File: src/rtl/pulse_measure_pkg.sv
// Shared types and constants for the multi-channel pulse period/width meter.
package pulse_measure_pkg;

    typedef enum logic [1:0] {
        ST_IDLE  = 2'd0,
        ST_ARMED = 2'd1,
        ST_RUN   = 2'd2
    } ch_state_t;

    localparam int SYNC_DEPTH = 2;

endpackage

File: src/rtl/pulse_measure_ch.sv
// One pulse channel: input synchroniser, edge detect, timestamp FSM and result registers.
//
// state    | meaning
// ---------+-----------------------------------------------------------
// ST_IDLE  | no rise timestamp held; waits for the first rise
// ST_ARMED | one rise captured, period not yet known; width measurable
// ST_RUN   | at least two rises seen; period and width both tracked
module pulse_measure_ch
    import pulse_measure_pkg::*;
#(
    parameter int CW  = 32,
    parameter int TMO = 0
) (
    input  logic          clk,
    input  logic          rst,
    input  logic          ena,
    input  logic          pulse,
    input  logic [CW-1:0] count,
    output logic [CW-1:0] period,
    output logic [CW-1:0] width,
    output logic          per_vld,
    output logic          wid_vld,
    output logic          stale
);

    localparam logic [CW-1:0] TMO_CW = CW'(TMO);

    logic [SYNC_DEPTH-1:0] sync_q;
    logic                  dly_q;
    logic                  sig;
    logic                  rise;
    logic                  fall;
    logic                  timeout;
    logic [CW-1:0]         t_rise;
    logic [CW-1:0]         elapsed;
    ch_state_t             state;

    assign sig  = sync_q[SYNC_DEPTH-1];
    assign rise = sig & ~dly_q;
    assign fall = ~sig & dly_q;

    // Modulo-2^CW difference: a single counter wrap between edges stays exact.
    assign elapsed = count - t_rise;
    assign timeout = (TMO != 0) && (elapsed >= TMO_CW);

    always_ff @(posedge clk) begin
        if (rst) begin
            sync_q  <= '0;
            dly_q   <= 1'b0;
            state   <= ST_IDLE;
            t_rise  <= '0;
            period  <= '0;
            width   <= '0;
            per_vld <= 1'b0;
            wid_vld <= 1'b0;
            stale   <= 1'b0;
        end else begin
            // Synchroniser keeps running while disabled so re-enable sees no false edge.
            sync_q  <= {sync_q[SYNC_DEPTH-2:0], pulse};
            dly_q   <= sig;
            per_vld <= 1'b0;
            wid_vld <= 1'b0;
            if (!ena) begin
                state <= ST_IDLE;
            end else begin
                case (state)
                    ST_IDLE: begin
                        if (rise) begin
                            t_rise <= count;
                            state  <= ST_ARMED;
                        end
                    end
                    ST_ARMED, ST_RUN: begin
                        if (fall) begin
                            width   <= elapsed;
                            wid_vld <= 1'b1;
                        end
                        if (rise) begin
                            period  <= elapsed;
                            per_vld <= 1'b1;
                            stale   <= 1'b0;
                            t_rise  <= count;
                            state   <= ST_RUN;
                        end else if (timeout) begin
                            stale <= 1'b1;
                            state <= ST_IDLE;
                        end
                    end
                    default: state <= ST_IDLE;
                endcase
            end
        end
    end

endmodule

File: src/rtl/pulse_measure_mc.sv
// NCH independent pulse channels sharing one timestamp counter; results packed CW bits per lane.
module pulse_measure_mc
    import pulse_measure_pkg::*;
#(
    parameter int NCH = 4,
    parameter int CW  = 32,
    parameter int TMO = 0
) (
    input  logic              clk,
    input  logic              rst,
    input  logic              ena,
    input  logic [NCH-1:0]    pulse,
    input  logic [CW-1:0]     count,
    output logic [NCH*CW-1:0] period,
    output logic [NCH*CW-1:0] width,
    output logic [NCH-1:0]    per_vld,
    output logic [NCH-1:0]    wid_vld,
    output logic [NCH-1:0]    stale
);

    for (genvar i = 0; i < NCH; i++) begin : g_ch
        pulse_measure_ch #(
            .CW  (CW),
            .TMO (TMO)
        ) u_ch (
            .clk     (clk),
            .rst     (rst),
            .ena     (ena),
            .pulse   (pulse[i]),
            .count   (count),
            .period  (period[i*CW +: CW]),
            .width   (width[i*CW +: CW]),
            .per_vld (per_vld[i]),
            .wid_vld (wid_vld[i]),
            .stale   (stale[i])
        );
    end

endmodule

File: config.mk
export PLATFORM = sky130hd
export DESIGN_NAME = pulse_measure_mc
export DESIGN_NICKNAME = d
export VERILOG_FILES = /design/src/rtl/pulse_measure_pkg.sv /design/src/rtl/pulse_measure_ch.sv /design/src/rtl/pulse_measure_mc.sv
export SDC_FILE = /design/constraint.sdc
export NUM_CORES = 1
export LEC_CHECK = 0
export CORE_ASPECT_RATIO = 1.1
export CORE_MARGIN = 2
export CORE_UTILIZATION = 50
export DETAILED_ROUTE_END_ITERATION = 6
export PLACE_DENSITY_LB_ADDON = 0.25
export SKIP_LAST_GASP = 1
export SLEW_MARGIN = 0
export SYNTH_ARGS = -nofsm -noshare
export SYNTH_HDL_FRONTEND = slang
export SYNTH_SLANG_ARGS = --single-unit
File: constraint.sdc
create_clock -name clk -period 2.7 [get_ports clk]
set_input_delay 0.27 -clock clk [delete_from_list [all_inputs] [get_ports clk]]
set_output_delay 0.27 -clock clk [all_outputs]
set_load 0.005 [all_outputs]
## Word-level counts from Yosys, hierarchy flattened

Index checks and enable logic that the tools add are counted.

- Register bits after elaboration: 412
- Input bits: 39
- Logic and storage cells: 126

- $add $sub $neg: 4
- Eq/ne operators: 16
- Multiplexer cells: 20
- Bitwise gates (word level): 21
- Reduce and logical (&&, ||, !) cells: 33

Operators with widths:

| operator | count |
|---|---|
| 32-bit subtractor | 4 |
| 3-bit AND reduction | 12 |
| 3-bit OR reduction | 8 |
| 2-bit 2-to-1 mux | 8 |
| 2-bit by 1-bit inequality test with 1-bit output (second input constant) | 8 |
| 2-bit one-hot mux with 2 select lines | 4 |
| 1-bit NOT | 13 |
| 2-bit OR reduction | 5 |
| 1-bit bitwise AND | 8 |
| 2-bit by 1-bit equality test with 1-bit output (second input constant) | 4 |
| 2-bit equality test (second input constant) | 4 |
| 2-bit logical NOT | 4 |
| 1-bit 2-to-1 mux | 8 |
| 2-bit AND reduction | 4 |

## Longest topological paths before layout

- Word-level depth: 4
- Depth in mapped cells: 12
- Mapped depth without buffers: 12

## Hierarchy

Synthesis repeated with hierarchy kept, for this count alone.

- Cells, all modules: 2950
- Area, all modules: 22890.7 µm²

Modules (own cells, without submodules):

| module | instances | cells an instance | area each (µm²) | sequential area each (µm²) |
|---|---|---|---|---|
| pulse_measure_ch (g_ch[0].u_ch ...) | 2 | 754 | 5819.3 | 2062.0 |
| pulse_measure_ch (g_ch[3].u_ch) | 1 | 752 | 5771.8 | 2062.0 |
| pulse_measure_ch (g_ch[2].u_ch) | 1 | 690 | 5480.3 | 2062.0 |

## Least setup slack after synthesis

No wires, ideal clock.

- Path type: input to register
- Start point: input port count[0]
- End point: register g_ch[1].u_ch.width[28]
- Setup time: 0.137 ns
- Arrival: 2.607 ns
- Data required time: 2.563 ns
- Setup slack: -0.044 ns
- Stages: 11
- Cell sequence: inv_1 ha_1 fa_1 o21ai_2 a41oi_2 a31oi_4 a221o_4 a31oi_1 or4b_1 o211ai_1 a31oi_1

- Longest elaborated chain between the ends: 1

RTL lines:

| what | RTL line | text |
|---|---|---|
| from (decl) | pulse_measure_mc.sv:13 | `input logic [CW-1:0] count,` |
| 32-bit subtractor | pulse_measure_ch.sv:43 | `assign elapsed = count - t_rise;` |
| to (signal assigned) | pulse_measure_ch.sv:75 | `width <= elapsed;` |
| to (decl) | pulse_measure_ch.sv:20 | `output logic [CW-1:0] width,` |

No other way between the ends.
A chain may end at the register's enable or synchronous reset.

## Worst setup path after layout

- Start point: register g_ch[1].u_ch.t_rise[0]
- End point: register g_ch[1].u_ch.width[28]

- Longest elaborated chain between the ends: 1

RTL lines:

| what | RTL line | text |
|---|---|---|
| from (decl) | pulse_measure_ch.sv:34 | `logic [CW-1:0] t_rise;` |
| from (signal assigned) | pulse_measure_ch.sv:69 | `t_rise <= count;` |
| from (signal assigned) | pulse_measure_ch.sv:82 | `t_rise <= count;` |
| 32-bit subtractor | pulse_measure_ch.sv:43 |  |

No other way between the ends.

==> results_dict.tcl <==
set metrics [dict create \
    crit_path_start "g_ch[1].u_ch.t_rise[0]" \
    fp.dieW_um 201.1 \
    final_common_cell "nand2_1" \
    grt_pass1_vias 21030 \
    crit_type "flop to flop" \
    yosysSeqAreaShare 0.3862 \
    hpwlAfterDp_um 52910 \
    status "finished, violations left" \
    setup_ws_ps -39.64 \
    tns_ps -73.67 \
    violations "negative setup slack" \
    cp-start-kind "flop" \
    grt_usage 0.3135 \
    diodes 0 \
    layout-drive-gt1-share 0.1877 \
    min_period_ps 2740 \
    io_buffers 302 \
    finalSetupViolCount 5 \
    dp_slack_ps -889.7 \
    ant_nets 0 \
    dieArea_um2 44380 \
    hold_violations 0 \
    cts_buffers 43 \
    relSlewSlack 0.4691 \
    wire_per_inst_um 17.96 \
    tritoncts "built" \
    synth.distinct_cells 78 \
    async_flop_share 0 \
    final_cell_mix "nand2_1, buf_4, a21oi_1, dfxtp_1, clkdlybuf4s50_1" \
    path_cells "ha_4 -> fa_2 -> o21ai_2 -> a41oi_2 -> a31oi_4 -> a221o_4 -> a31oi_4 -> or4b_4 -> o211ai_1 -> a31oi_1" \
    ios 307 \
    worst_slew_pin_slew_ps 796.4 \
    vdd_drop_max_uv 429.6 \
    seqCellArea_um2 8260 \
    fin_worst_skew_ps 14.26 \
    clock-sinks 412 \
    syn_area_um2 21360 \
    drt-initial-drc-count 1406 \
    die_h_um 220.8 \
    syn_area_per_cell_um2 7.636 \
    first_pass_iters 6 \
    path_clk_slew_ps 60 \
    fin_util 0.7173 \
    cp_max_fo 3 \
    p_leak_nw 11.43 \
    cts-htree-levels 2 \
    clk_latency_ps 590 \
    max_freq_ghz 0.3650 \
    setup.worst_path.end_class "flop" \
    drv_slew 0 \
    min_path_cells 2 \
    routed_wl_um 72590 \
    synth_flop_cell "dfxtp_1" \
    cp-endpoint "g_ch[1].u_ch.width[28]" \
    multiInputGateArea_um2 12550 \
    required_ps 3150 \
    hold_path_class "input pin to flop" \
    nets 3621 \
    period_share 1.015 \
    start_util 0.5060 \
    grt_max_degree 79 \
    p_per_area_nw_per_um2 505.2 \
    arrival_ps 3190 \
    syn2layout_area_growth_pct 41.75 \
    synth_edf_count 0 \
    place_congestion 0.9166 \
    avgViaCountPerCell 5.466 \
    hold_buffers 0 \
    cp_slowest_stage_delay_ps 510 \
    crit_slowest_cell "or4b_4" \
    vias 22090 \
    synth_seq_cells 412 \
    reg2reg_slack_ps -40 \
    rr_startpoint "g_ch[1].u_ch.t_rise[0]" \
    cts_root_buf "clkbuf_16" \
    yosysWarningCount 0 \
    timing.rr.end "g_ch[1].u_ch.width[28]" \
    clockBufferDepth 3 \
    drc 0 \
    grt_pass1_wl_um 111300 \
    core_um2 42210 \
    drv_cap 0 \
    rows 79 \
    grt.overflow.total 0 \
    r2r_cells 10 \
    cpMostUsedCell "a31oi_4" \
    antenna_found_initial 0 \
    synth_cells 2797 \
    grt_setup_unrepaired "yes" \
    finalPower_w 0.01529 \
    n_fill_cell 3458 \
]
metal layers:
layer	wire (µm)	track usage	vias to the layer above
li1	-	-	10760
met1	30910	0.3966	10460
met2	34240	0.5256	709
met3	4600	0.05729	161
met4	2839	0.1380	0
met5	0	0	-
cell usage after synthesis (42+ instances only):
| library cell | number | area share |
|---|---|---|
| nand2_1 | 703 | 0.12 |
| a21oi_1 | 417 | 0.098 |
| dfxtp_1 | 412 | 0.39 |
| inv_1 | 152 | 0.027 |
| nor2_1 | 138 | 0.024 |
| ha_1 | 136 | 0.080 |
| clkbuf_1 | 130 | 0.023 |
| a21o_1 | 64 | 0.022 |
| xnor2_1 | 63 | 0.026 |
| o21ai_0 | 58 | 0.014 |
| nand3_1 | 56 | 0.013 |
| a211oi_1 | 42 | 0.015 |
registers in the layout, summed over array words and instances (netlist names):
name	count
g_ch.u_ch.period	128
g_ch.u_ch.dly_q	4
g_ch.u_ch.wid_vld	4
g_ch.u_ch.t_rise	128
g_ch.u_ch.per_vld	4
g_ch.u_ch.state	8
g_ch.u_ch.sync_q	8
g_ch.u_ch.width	128
cell type report:
type | instances | area share
multi-input combinational | 2078 | 0.4145
sequential | 412 | 0.2729
timing repair buffer | 754 | 0.2214
clock buffer | 63 | 0.04241
tap | 567 | 0.02343
inverter | 153 | 0.01905
clock inverter | 14 | 0.006365
what timing repair did:
action / CTS / global route
pin swaps: 10 / 70
endpoints found under the setup margin: 67 / 107
endpoints found under the hold margin: 0 / 0
gates resized for setup: 22 / 108
buffers inserted: 2 / 12
power breakdown:
group	total [W]	internal, W	switching [W]
Clock	0.00626	0.00369	0.00258
Sequential	0.00618	0.00614	0.0000390
Combinational	0.00285	0.00132	0.00153
worst max-delay path: cells and delay by family, from the launching register on:
family,cells,cell delay (ps)
fa+ha+maj,2,560
compound gates,7,1190
flops,1,330
simple gates,1,510
per-stage QoR:
| step | hold WS (ps) | cells | instance area, µm² |
|---|---|---|---|
| final | 66.35 | 4041 | 30270 |
| after detailed placement | 433.2 | 3950 | 28080 |
| after floorplan | 398.2 | 2800 | 21370 |
| after CTS | 53.75 | 4029 | 29660 |
| after global routing | 70.50 | 4041 | 30270 |
| after global placement | 428.7 | 3950 | 28080 |
kinds of logic (layout without fill, tap and decap cells):
family | count (synthesis) | after routing | share of synthesized area
XOR/XNOR | 100 | 100 | 0.04101
multiplexers | 7 | 7 | 0.003339
AND/OR/NAND/NOR | 1077 | 1077 | 0.2159
adder cells (fa/ha/maj) | 140 | 140 | 0.08343
buffers and inverters | 310 | 984 | 0.05677
flip-flops | 412 | 412 | 0.3862
AO/OA/AOI/OAI | 750 | 750 | 0.2132
other | 1 | 4 | 0.0001756
worst min path at each step:
stage	startpoint	to	slack (ps)
CTS	rst	g_ch[0].u_ch.sync_q[1]	50
finish	rst	g_ch[0].u_ch.t_rise[24]	70
detailed placement	g_ch[2].u_ch.sync_q[0]	g_ch[2].u_ch.sync_q[1]	430
floorplan	pulse[0]	g_ch[0].u_ch.sync_q[0]	400
global placement	g_ch[3].u_ch.sync_q[0]	g_ch[3].u_ch.sync_q[1]	430
global route	rst	g_ch[0].u_ch.sync_q[1]	70
Note: power is estimated with default switching activity, not from simulation.
